===== src/rtl/soc_dma_cmd_tracker.sv =====
// Steers tagged DMA commands to N backend channels and returns their IDs in order per channel.
// Command forwarding is combinational. A done pulse returns its ID one cycle later, round-robin, and the grant is held under resp backpressure.
module soc_dma_cmd_tracker #(
  parameter int unsigned NumChannels    = 2,
  parameter int unsigned IdWidth        = 8,
  parameter int unsigned MaxOutstanding = 8,
  parameter int unsigned ChanWidth      = (NumChannels > 1) ? $clog2(NumChannels) : 1,
  parameter int unsigned CntWidth       = $clog2(MaxOutstanding) + 1
) (
  input  logic                   clk_i,
  input  logic                   rst_ni,
  input  logic                   cmd_valid_i,
  output logic                   cmd_ready_o,
  input  logic [ChanWidth-1:0]   cmd_chan_i,
  input  logic [IdWidth-1:0]     cmd_id_i,
  output logic [NumChannels-1:0] chan_req_valid_o,
  input  logic [NumChannels-1:0] chan_req_ready_i,
  input  logic [NumChannels-1:0] chan_done_i,
  output logic                   resp_valid_o,
  input  logic                   resp_ready_i,
  output logic [IdWidth-1:0]     resp_id_o,
  output logic [ChanWidth-1:0]   resp_chan_o,
  output logic                   busy_o,
  output logic                   err_o
);

  localparam int unsigned PtrWidth = (MaxOutstanding > 1) ? $clog2(MaxOutstanding) : 1;
  localparam logic [CntWidth-1:0]  MaxCnt   = CntWidth'(MaxOutstanding);
  localparam logic [PtrWidth-1:0]  LastPtr  = PtrWidth'(MaxOutstanding - 1);
  localparam logic [ChanWidth-1:0] LastChan = ChanWidth'(NumChannels - 1);

  typedef enum logic [0:0] {
    ArbFree,
    ArbHold
  } arb_state_e;

  logic [IdWidth-1:0]   id_mem_q   [NumChannels][MaxOutstanding];
  logic [PtrWidth-1:0]  wr_ptr_q   [NumChannels];
  logic [PtrWidth-1:0]  rd_ptr_q   [NumChannels];
  logic [CntWidth-1:0]  usage_q    [NumChannels];
  logic [CntWidth-1:0]  inflight_q [NumChannels];
  logic [CntWidth-1:0]  done_q     [NumChannels];
  logic [ChanWidth-1:0] prio_q;
  logic [ChanWidth-1:0] grant_q;
  arb_state_e           arb_q;
  arb_state_e           arb_d;
  logic                 err_q;

  logic [NumChannels-1:0] full;
  logic [NumChannels-1:0] req_vld;
  logic [NumChannels-1:0] accept;
  logic [NumChannels-1:0] done_ok;
  logic [NumChannels-1:0] done_bad;
  logic [NumChannels-1:0] resp_req;
  logic [NumChannels-1:0] pop;
  logic                   sel_in_range;
  logic                   sel_full;
  logic                   sel_ready;
  logic                   drop;
  logic                   rr_found;
  logic [ChanWidth-1:0]   rr_grant;
  logic [ChanWidth-1:0]   grant;
  logic                   resp_vld;
  logic [IdWidth-1:0]     resp_id;
  logic                   busy;

  function automatic logic [PtrWidth-1:0] ptr_inc(input logic [PtrWidth-1:0] p);
    return (p == LastPtr) ? '0 : p + PtrWidth'(1);
  endfunction

  // Command decode; an out-of-range channel is swallowed and flagged.
  always_comb begin
    full         = '0;
    req_vld      = '0;
    accept       = '0;
    sel_in_range = 1'b0;
    sel_full     = 1'b0;
    sel_ready    = 1'b0;
    for (int c = 0; c < int'(NumChannels); c++) begin
      full[c] = (usage_q[c] == MaxCnt);
      if (cmd_chan_i == ChanWidth'(c)) begin
        sel_in_range = 1'b1;
        sel_full     = full[c];
        sel_ready    = chan_req_ready_i[c];
      end
    end
    for (int c = 0; c < int'(NumChannels); c++) begin
      req_vld[c] = cmd_valid_i & (cmd_chan_i == ChanWidth'(c)) & ~full[c];
      accept[c]  = req_vld[c] & chan_req_ready_i[c];
    end
    cmd_ready_o = sel_in_range ? (sel_ready & ~sel_full) : 1'b1;
    drop        = cmd_valid_i & ~sel_in_range;
  end

  assign chan_req_valid_o = req_vld;

  always_comb begin
    done_ok  = '0;
    done_bad = '0;
    resp_req = '0;
    busy     = 1'b0;
    for (int c = 0; c < int'(NumChannels); c++) begin
      done_ok[c]  = chan_done_i[c] & (inflight_q[c] != '0);
      done_bad[c] = chan_done_i[c] & (inflight_q[c] == '0);
      resp_req[c] = (done_q[c] != '0);
      busy        = busy | (usage_q[c] != '0);
    end
  end

  // Round-robin: first requester at or above the pointer, else wrap to the lowest.
  always_comb begin
    rr_found = 1'b0;
    rr_grant = '0;
    for (int c = 0; c < int'(NumChannels); c++) begin
      if (!rr_found && resp_req[c] && (ChanWidth'(c) >= prio_q)) begin
        rr_found = 1'b1;
        rr_grant = ChanWidth'(c);
      end
    end
    for (int c = 0; c < int'(NumChannels); c++) begin
      if (!rr_found && resp_req[c]) begin
        rr_found = 1'b1;
        rr_grant = ChanWidth'(c);
      end
    end
  end

  // A stalled grant is held until its handshake; its done count cannot drop meanwhile.
  always_comb begin
    arb_d    = arb_q;
    grant    = rr_grant;
    resp_vld = rr_found;
    case (arb_q)
      ArbFree: begin
        if (rr_found && !resp_ready_i) arb_d = ArbHold;
      end
      ArbHold: begin
        grant    = grant_q;
        resp_vld = 1'b1;
        if (resp_ready_i) arb_d = ArbFree;
      end
      default: arb_d = ArbFree;
    endcase
  end

  always_comb begin
    pop     = '0;
    resp_id = '0;
    for (int c = 0; c < int'(NumChannels); c++) begin
      if (grant == ChanWidth'(c)) begin
        pop[c]  = resp_vld & resp_ready_i;
        resp_id = id_mem_q[c][rd_ptr_q[c]];
      end
    end
  end

  assign resp_valid_o = resp_vld;
  assign resp_id_o    = resp_id;
  assign resp_chan_o  = grant;
  assign busy_o       = busy;
  assign err_o        = err_q;

  always_ff @(posedge clk_i or negedge rst_ni) begin
    if (!rst_ni) begin
      for (int c = 0; c < int'(NumChannels); c++) begin
        wr_ptr_q[c]   <= '0;
        rd_ptr_q[c]   <= '0;
        usage_q[c]    <= '0;
        inflight_q[c] <= '0;
        done_q[c]     <= '0;
      end
      prio_q  <= '0;
      grant_q <= '0;
      arb_q   <= ArbFree;
      err_q   <= 1'b0;
    end else begin
      for (int c = 0; c < int'(NumChannels); c++) begin
        usage_q[c]    <= usage_q[c] + CntWidth'(accept[c]) - CntWidth'(pop[c]);
        inflight_q[c] <= inflight_q[c] + CntWidth'(accept[c]) - CntWidth'(done_ok[c]);
        done_q[c]     <= done_q[c] + CntWidth'(done_ok[c]) - CntWidth'(pop[c]);
        if (accept[c]) wr_ptr_q[c] <= ptr_inc(wr_ptr_q[c]);
        if (pop[c])    rd_ptr_q[c] <= ptr_inc(rd_ptr_q[c]);
      end
      if (resp_vld && resp_ready_i) begin
        prio_q <= (grant == LastChan) ? '0 : grant + ChanWidth'(1);
      end
      grant_q <= grant;
      arb_q   <= arb_d;
      err_q   <= err_q | drop | (|done_bad);
    end
  end

  always_ff @(posedge clk_i) begin
    for (int c = 0; c < int'(NumChannels); c++) begin
      if (accept[c]) id_mem_q[c][wr_ptr_q[c]] <= cmd_id_i;
    end
  end

endmodule


===== config.mk =====
export PLATFORM = sky130hd
export DESIGN_NAME = soc_dma_cmd_tracker
export DESIGN_NICKNAME = d
export VERILOG_FILES = /design/src/rtl/soc_dma_cmd_tracker.sv
export SDC_FILE = /design/constraint.sdc
export NUM_CORES = 1
export LEC_CHECK = 0
export ABC_AREA = 0
export CORE_UTILIZATION = 39
export DETAILED_ROUTE_END_ITERATION = 8
export GPL_ROUTABILITY_DRIVEN = 1
export PLACE_DENSITY = 0.64
export REMOVE_ABC_BUFFERS = 1
export SLEW_MARGIN = 10
export SYNTH_ARGS = -nofsm -noshare
export SYNTH_HDL_FRONTEND = slang
export SYNTH_SLANG_ARGS = --single-unit

===== constraint.sdc =====
create_clock -name clk_i -period 3.5 [get_ports clk_i]
set_input_delay 0.525 -clock clk_i [delete_from_list [all_inputs] [get_ports clk_i]]
set_output_delay 0.525 -clock clk_i [all_outputs]
set_load 0.02 [all_outputs]

# Word-level counts from Yosys, hierarchy flattened
# Memory sizes are Yosys's and may differ from the RTL's.
# Cells that the tools add are included.
[classes]
addsub = 17
n_bitwise = 23
n_reduce_logical = 23
magnitude_cmp = 8
mux = 39
n_eq_ne = 6
[op_table]
columns = ["cell", "n"]
rows = [
  ["two-way mux 64 bit", 4],
  ["OR reduction 64 bit", 1],
  ["two-way mux 8 bit", 7],
  ["binary-select mux 8 bit (select 3 bit)", 2],
  ["demux 8 bit (select 3 bit)", 2],
  ["adder 4 x 1 -> 4 bit", 6],
  ["nonzero test 4 bit", 6],
  ["subtractor 4 x 1 -> 4 bit", 6],
  ["two-way mux 1 bit", 19],
  [">= comparator 4 bit, second input constant", 4],
  ["inverter 3 -> 4 bit", 4],
  ["adder 3 x 1 -> 3 bit, second input constant", 4],
  ["bitwise AND 1 bit", 12],
  ["== test 3 bit, second input constant", 4],
  ["two-way mux 3 bit", 4],
  ["logical AND 1 bit", 9],
  ["== test 4 bit, second input constant", 2],
  ["logical NOT 4 bit", 2],
  ["less-than comparator 4 x 1 -> 1 bit, second input constant", 2],
  ["inverter 1 bit", 5],
  ["logical NOT 1 bit", 4],
  [">= comparator 1 bit, first input constant", 2],
  ["bitwise OR 1 bit", 2],
  ["case mux 1 bit (2 select lines)", 1],
  ["other kinds (2)", 2],
]
[word_totals]
n_memories = 1
out_inout_bits = 15
register_bits = 40
ram_bits = 128
elab_cells = 131
[mem_list]
columns = ["memory", "depth", "width", "read_ports", "rd_ports_with_merged_regs", "wr", "line", "source"]
rows = [
  ["id_mem_q", 2, 64, 2, 0, 1, "37", "logic [IdWidth-1:0] id_mem_q [NumChannels][MaxOutstanding];"],
]

# Logic depth before layout (Yosys ltp)
[depth]
depth_word = 17
depth_mapped = 11

# Worst setup path before layout
# Ideal clock, no wire load.
[synth_timing]
kind = "reg2reg"
from = "register done_q[6] in the netlist's numbering"
to = "register done_q[6] in the netlist's numbering"
period_less_slack_ps = 2442
slack_ps = 1058
t_required_ps = 3377
t_arrival_ps = 2319
path_stages_with_launch = 11
path_cell_list = "dfrtp_1 inv_1 ha_1 or3b_1 o211a_1 o21a_1 ha_1 inv_1 ha_1 fa_1 xor2_1"
[synth_between]
elab_chain_cells = 17
word_cells_on_any_way = 22
classes_between = "2 x add/sub; 10 x mux; 1 x bitwise; 9 x reduce/logical"
[synth_lines]
columns = ["element", "line", "source"]
rows = [
  ["start, declared", "42", "logic [CntWidth-1:0] done_q [NumChannels];"],
  ["start signal, assigned by index", "180", "done_q[c] <= done_q[c] + CntWidth'(done_ok[c]) - CntWidth'(pop[c]);"],
  ["nonzero test 4 bit *", "105", "resp_req[c] = (done_q[c] != '0);"],
  ["logical AND 1 bit", "115", "if (!rr_found && resp_req[c] && (ChanWidth'(c) >= prio_q)) begin"],
  ["two-way mux 1 bit", "115", ""],
  ["logical NOT 1 bit", "115", ""],
  ["logical AND 1 bit (2 in a row)", "115", ""],
  ["two-way mux 1 bit", "115", ""],
  ["logical NOT 1 bit", "121", "if (!rr_found && resp_req[c]) begin"],
  ["logical AND 1 bit", "121", ""],
  ["two-way mux 1 bit", "121", ""],
  ["logical NOT 1 bit", "121", ""],
  ["logical AND 1 bit", "121", ""],
  ["two-way mux 1 bit", "121", ""],
  ["two-way mux 1 bit", "133", "case (arb_q)"],
  ["bitwise AND 1 bit", "151", "pop[c] = resp_vld & resp_ready_i;"],
  ["two-way mux 1 bit *", "150", "if (grant == ChanWidth'(c)) begin"],
  ["net pop[0]", "55", "logic [NumChannels-1:0] pop;"],
  ["subtractor 4 x 1 -> 4 bit *", "180", ""],
]
# The timed path passes the listed nets; every way through them passes the cells marked *.
# A chain may end at the register's enable or synchronous reset.

# Final worst setup path
[layout_timing]
from = "register done_q[6] in the netlist's numbering"
to = "output port resp_id_o[0]"
[layout_between]
elab_chain_cells = 15
word_cells_on_any_way = 17
classes_between = "8 x mux; 9 x reduce/logical"
[layout_lines]
columns = ["element", "line", "source"]
rows = [
  ["nonzero test 4 bit *", "105", ""],
  ["logical AND 1 bit", "115", ""],
  ["two-way mux 1 bit", "115", ""],
  ["logical NOT 1 bit", "115", ""],
  ["logical AND 1 bit (2 in a row)", "115", ""],
  ["two-way mux 1 bit", "115", ""],
  ["logical NOT 1 bit", "121", ""],
  ["logical AND 1 bit", "121", ""],
  ["two-way mux 1 bit", "121", ""],
  ["logical NOT 1 bit", "121", ""],
  ["logical AND 1 bit", "121", ""],
  ["two-way mux 1 bit *", "121", ""],
  ["two-way mux 1 bit *", "133", ""],
  ["two-way mux 8 bit *", "150", ""],
  ["end, declared", "21", "output logic [IdWidth-1:0] resp_id_o,"],
]
# Every way passes the cells marked *; elsewhere a longest branch is shown, timed or not.

==> flow_summary.yaml <==
power:
  p_leak_nw: 3.34
  powerDensity_nw_per_um2: 823
  p_clk_share_pct: 27.5
  p_int_mw: 4.86
  irDropWorstVdd_mv: 0.383
  swShare_pct: 32.5
  seqPwrFrac_pct: 38.8
  combPwrFrac_pct: 33.7
  p_sw_mw: 2.34
sta:
  fmax_mhz: 309
  maxSlewViolCount: 0
  fin_ws_ns: 0.269
  slew_headroom_pct: 36.4
  min_period_ns: 3.23
  rsz0062_at_grt: "no"
  hold_viol: 0
  tns_ns: 0
  finClkSkew_ns: 0.0200
  period_share_pct: 92.3
  setup_viol: 0
  worstMarginPinSlew_ns: 0.954
  fin_hold_ws_ns: 0.238
worst_setup_path:
  worst-path-stages: 6
  r2r_end: "done_q[6]$_DFF_PN0_"
  max_stage_delay_ns: 0.64
  crit_fanout: 10
  crit_type: "flop to output pin"
  worstSetupStartpoint: "done_q[6]$_DFF_PN0_"
  regToRegSetupSlack_ns: 0.69
  crit_buf_inv: 2
  slowest_stage: "clkdlybuf4s50_1"
  crit_path_end: "resp_id_o[0]"
  cp.arrival_ns: 2.71
  startpoint_type: "flop"
  r2r_cells: 10
  path_delay_family: "buffers and inverters"
  worstPathRequired_ns: 2.97
  r2r_start: "done_q[2]$_DFF_PN0_"
  endpoint_kind: "output pin"
  crit_chain: "inv_1 -> ha_1 -> nor3b_2 -> o211a_2 -> mux2i_1 -> clkdlybuf4s50_1"
route:
  via_per_inst: 5.16
  dr.pass1.iters: 4
  drtIter0Drc: 225
  vias: 3843
  ant_nets: 0
  drt_wl_total_um: 13300
  wire_per_inst_um: 17.8
  route.detailed.drc: 0
hold_path:
  hp-class: "input pin to asynchronous set/reset pin"
run:
  maxCapViolations: 0
final_layout:
  antenna_cells: 0
  fin_cells: 745
  fillers: 1545
  final_layout_size_suffix_gt1_share_pct: 18.4
  fin_nets: 561
  area_growth_pct: 17.2
  final_util_pct: 46.8
clock_network:
  hold_buffers: 0
  cts_buffers: 17
  path_clk_slew_ns: 0.07
  clk_path_buf_depth: 2
  worstSkewPairLatency_ns: 0.43
  cts_max_level: 4
  cts_setup_buffers: 0
  cts.sinks: 168
  cts_tree: "yes"
  cts_root_buf: "clkbuf_16"
status:
  status: "finished clean"
place:
  place.gp.congestion: 0.770
  pre_cts_slack_ns: 0.562
  dp_hpwl_um: 9130
  post-place-cells: 713
  port_buffers: 31
floorplanning:
  die_h_um: 140
  ioPinCount: 32
  start_util_pct: 39.9
  core_region_area_um2: 18700
  fp.dieW_um: 140
  fp.dieArea_um2: 19700
  row_count: 50
synthesis:
  ys.warnings.count: 0
  yosysSeqAreaShare_pct: 64.9
  synthesis.area_um2: 7470
  yosysUniqueCellTypes: 43
  synthCells: 443
  synth_seq_cells: 168
  syn_area_per_cell_um2: 16.9
global_routing:
  grt_first_pass_wirelength_um: 21500
  gr-total-overflow: 0
  antenna_found_initial: 0
  groute.usage.overall_pct: 14.8
  grt_max_degree: 41
  grt_pass1_vias: 3988
[power groups by stage]
stage               Sequential, mW  Combinational, mW  Clock (mW)
detailed placement            2.84               2.45           0
global placement              2.82               2.35           0
CTS                           2.80               2.47        2.02
floorplan                     2.83               1.65           0
global route                  2.85               2.72        2.09
finish                        2.80               2.43        1.98
[final cells by class]
class	count	area (µm²)	area share, %
clock buffer	17	425	4.86
clock inverter	15	208	2.37
inverter	41	154	1.76
multi-input combinational	222	2400	27.4
sequential	168	4850	55.4
tap	234	293	3.34
timing repair buffer	48	433	4.94
[synthesized netlist by cell type]
master,count,share of area (%)
buf_6,3,0.45
nand4_1,2,0.17
a21boi_1,1,0.10
nand2_1,11,0.55
mux4_2,32,9.7
xnor2_1,4,0.47
or2_2,1,0.084
dfrtp_1,40,13
nand3_1,4,0.27
inv_1,40,2.0
fa_1,6,1.6
ha_1,40,6.7
mux2_2,3,0.45
o2111ai_2,1,0.20
nor3b_1,2,0.20
o211a_1,2,0.27
o21ai_1,1,0.067
nor2_1,11,0.55
o31a_1,1,0.12
o21ai_0,1,0.067
nand3_2,2,0.27
o2111ai_1,3,0.35
a21o_1,6,0.60
clkbuf_1,3,0.15
mux2_1,6,0.90
mux2i_1,24,3.2
inv_2,1,0.050
edfxtp_1,128,51
and2_1,7,0.59
a31oi_1,2,0.17
nor3_1,8,0.54
o211ai_1,3,0.30
xor2_1,8,0.94
or4b_4,1,0.18
or3b_1,3,0.35
buf_2,4,0.27
a21oi_1,8,0.54
nor2b_1,6,0.50
buf_1,2,0.10
o21a_1,1,0.10
nand2b_1,7,0.59
nor4_1,3,0.25
nor3b_2,1,0.17
[layer usage]
layer / track usage (%) / share of wire, % / vias up
met5: 0 / 0 / -
met4: 6.88 / 1.8 / 0
met3: 2.80 / 3.5 / 17
met2: 24.1 / 50 / 69
met1: 19.1 / 44 / 1962
li1: - / - / 1795
[cells by family (layout without fill, tap and decap cells)]
family	Yosys count	after routing	share of synthesized area, %
multiplexers	65	65	14.2
XOR/XNOR	12	12	1.41
flip-flops	168	168	64.9
adder cells (fa/ha/maj)	46	46	8.31
AND/OR/NAND/NOR	69	69	5.26
AO/OA/AOI/OAI	30	30	2.88
buffers and inverters	53	121	3.03
[worst min path at each step]
stage / from / endpoint / slack, ns / depth (start not counted)
2_1_floorplan: rst_ni / arb_q$_DFF_PN0_ / 0.23 / 0
3_3_place_gp: err_o$_DFF_PN0_ / err_o$_DFF_PN0_ / 0.47 / 2
3_5_place_dp: err_o$_DFF_PN0_ / err_o$_DFF_PN0_ / 0.47 / 2
4_1_cts: rst_ni / grant_q$_DFF_PN0_ / 0.27 / 1
5_1_grt: rst_ni / inflight_q[3]$_DFF_PN0_ / 0.33 / 1
6_report: rst_ni / done_q[1]$_DFF_PN0_ / 0.24 / 1
[repair_timing]
item	CTS	global route
resized for setup	0	2
endpoints found under the setup margin	0	4
endpoints found under the hold margin	0	0
[flip-flops by register name, indices dropped and copies added, names as in the netlist]
register and flops:
wr_ptr_q 6, done_q 8, usage_q 8, grant_q 1, err_o 1, arb_q 1, prio_q 1, id_mem_q 128
inflight_q 8, rd_ptr_q 6
[layout by cell type, fill, tap and decap left out, types with 8 or more instances in the layout]
cell             netlist  final
nor2_1                11     11
inv_1                 40     40
clkbuf_16              0     17
nand2_1               11     11
xor2_1                 8      8
mux4_2                32     32
mux2i_1               24     24
clkdlybuf4s50_1        0     30
dfrtp_1               40     39
buf_4                  0     17
ha_1                  40     40
nor3_1                 8      8
a21oi_1                8      8
edfxtp_1             128    128
[through the flow]
step | cell area (µm²) | power, mW
after CTS | 8750 | 7.29
after global placement | 8120 | 5.17
after detailed placement | 8120 | 5.29
final | 8750 | 7.20
after global routing | 8750 | 7.65
after floorplan | 7390 | 4.48
No activity file was read; power rests on OpenSTA's default activity.
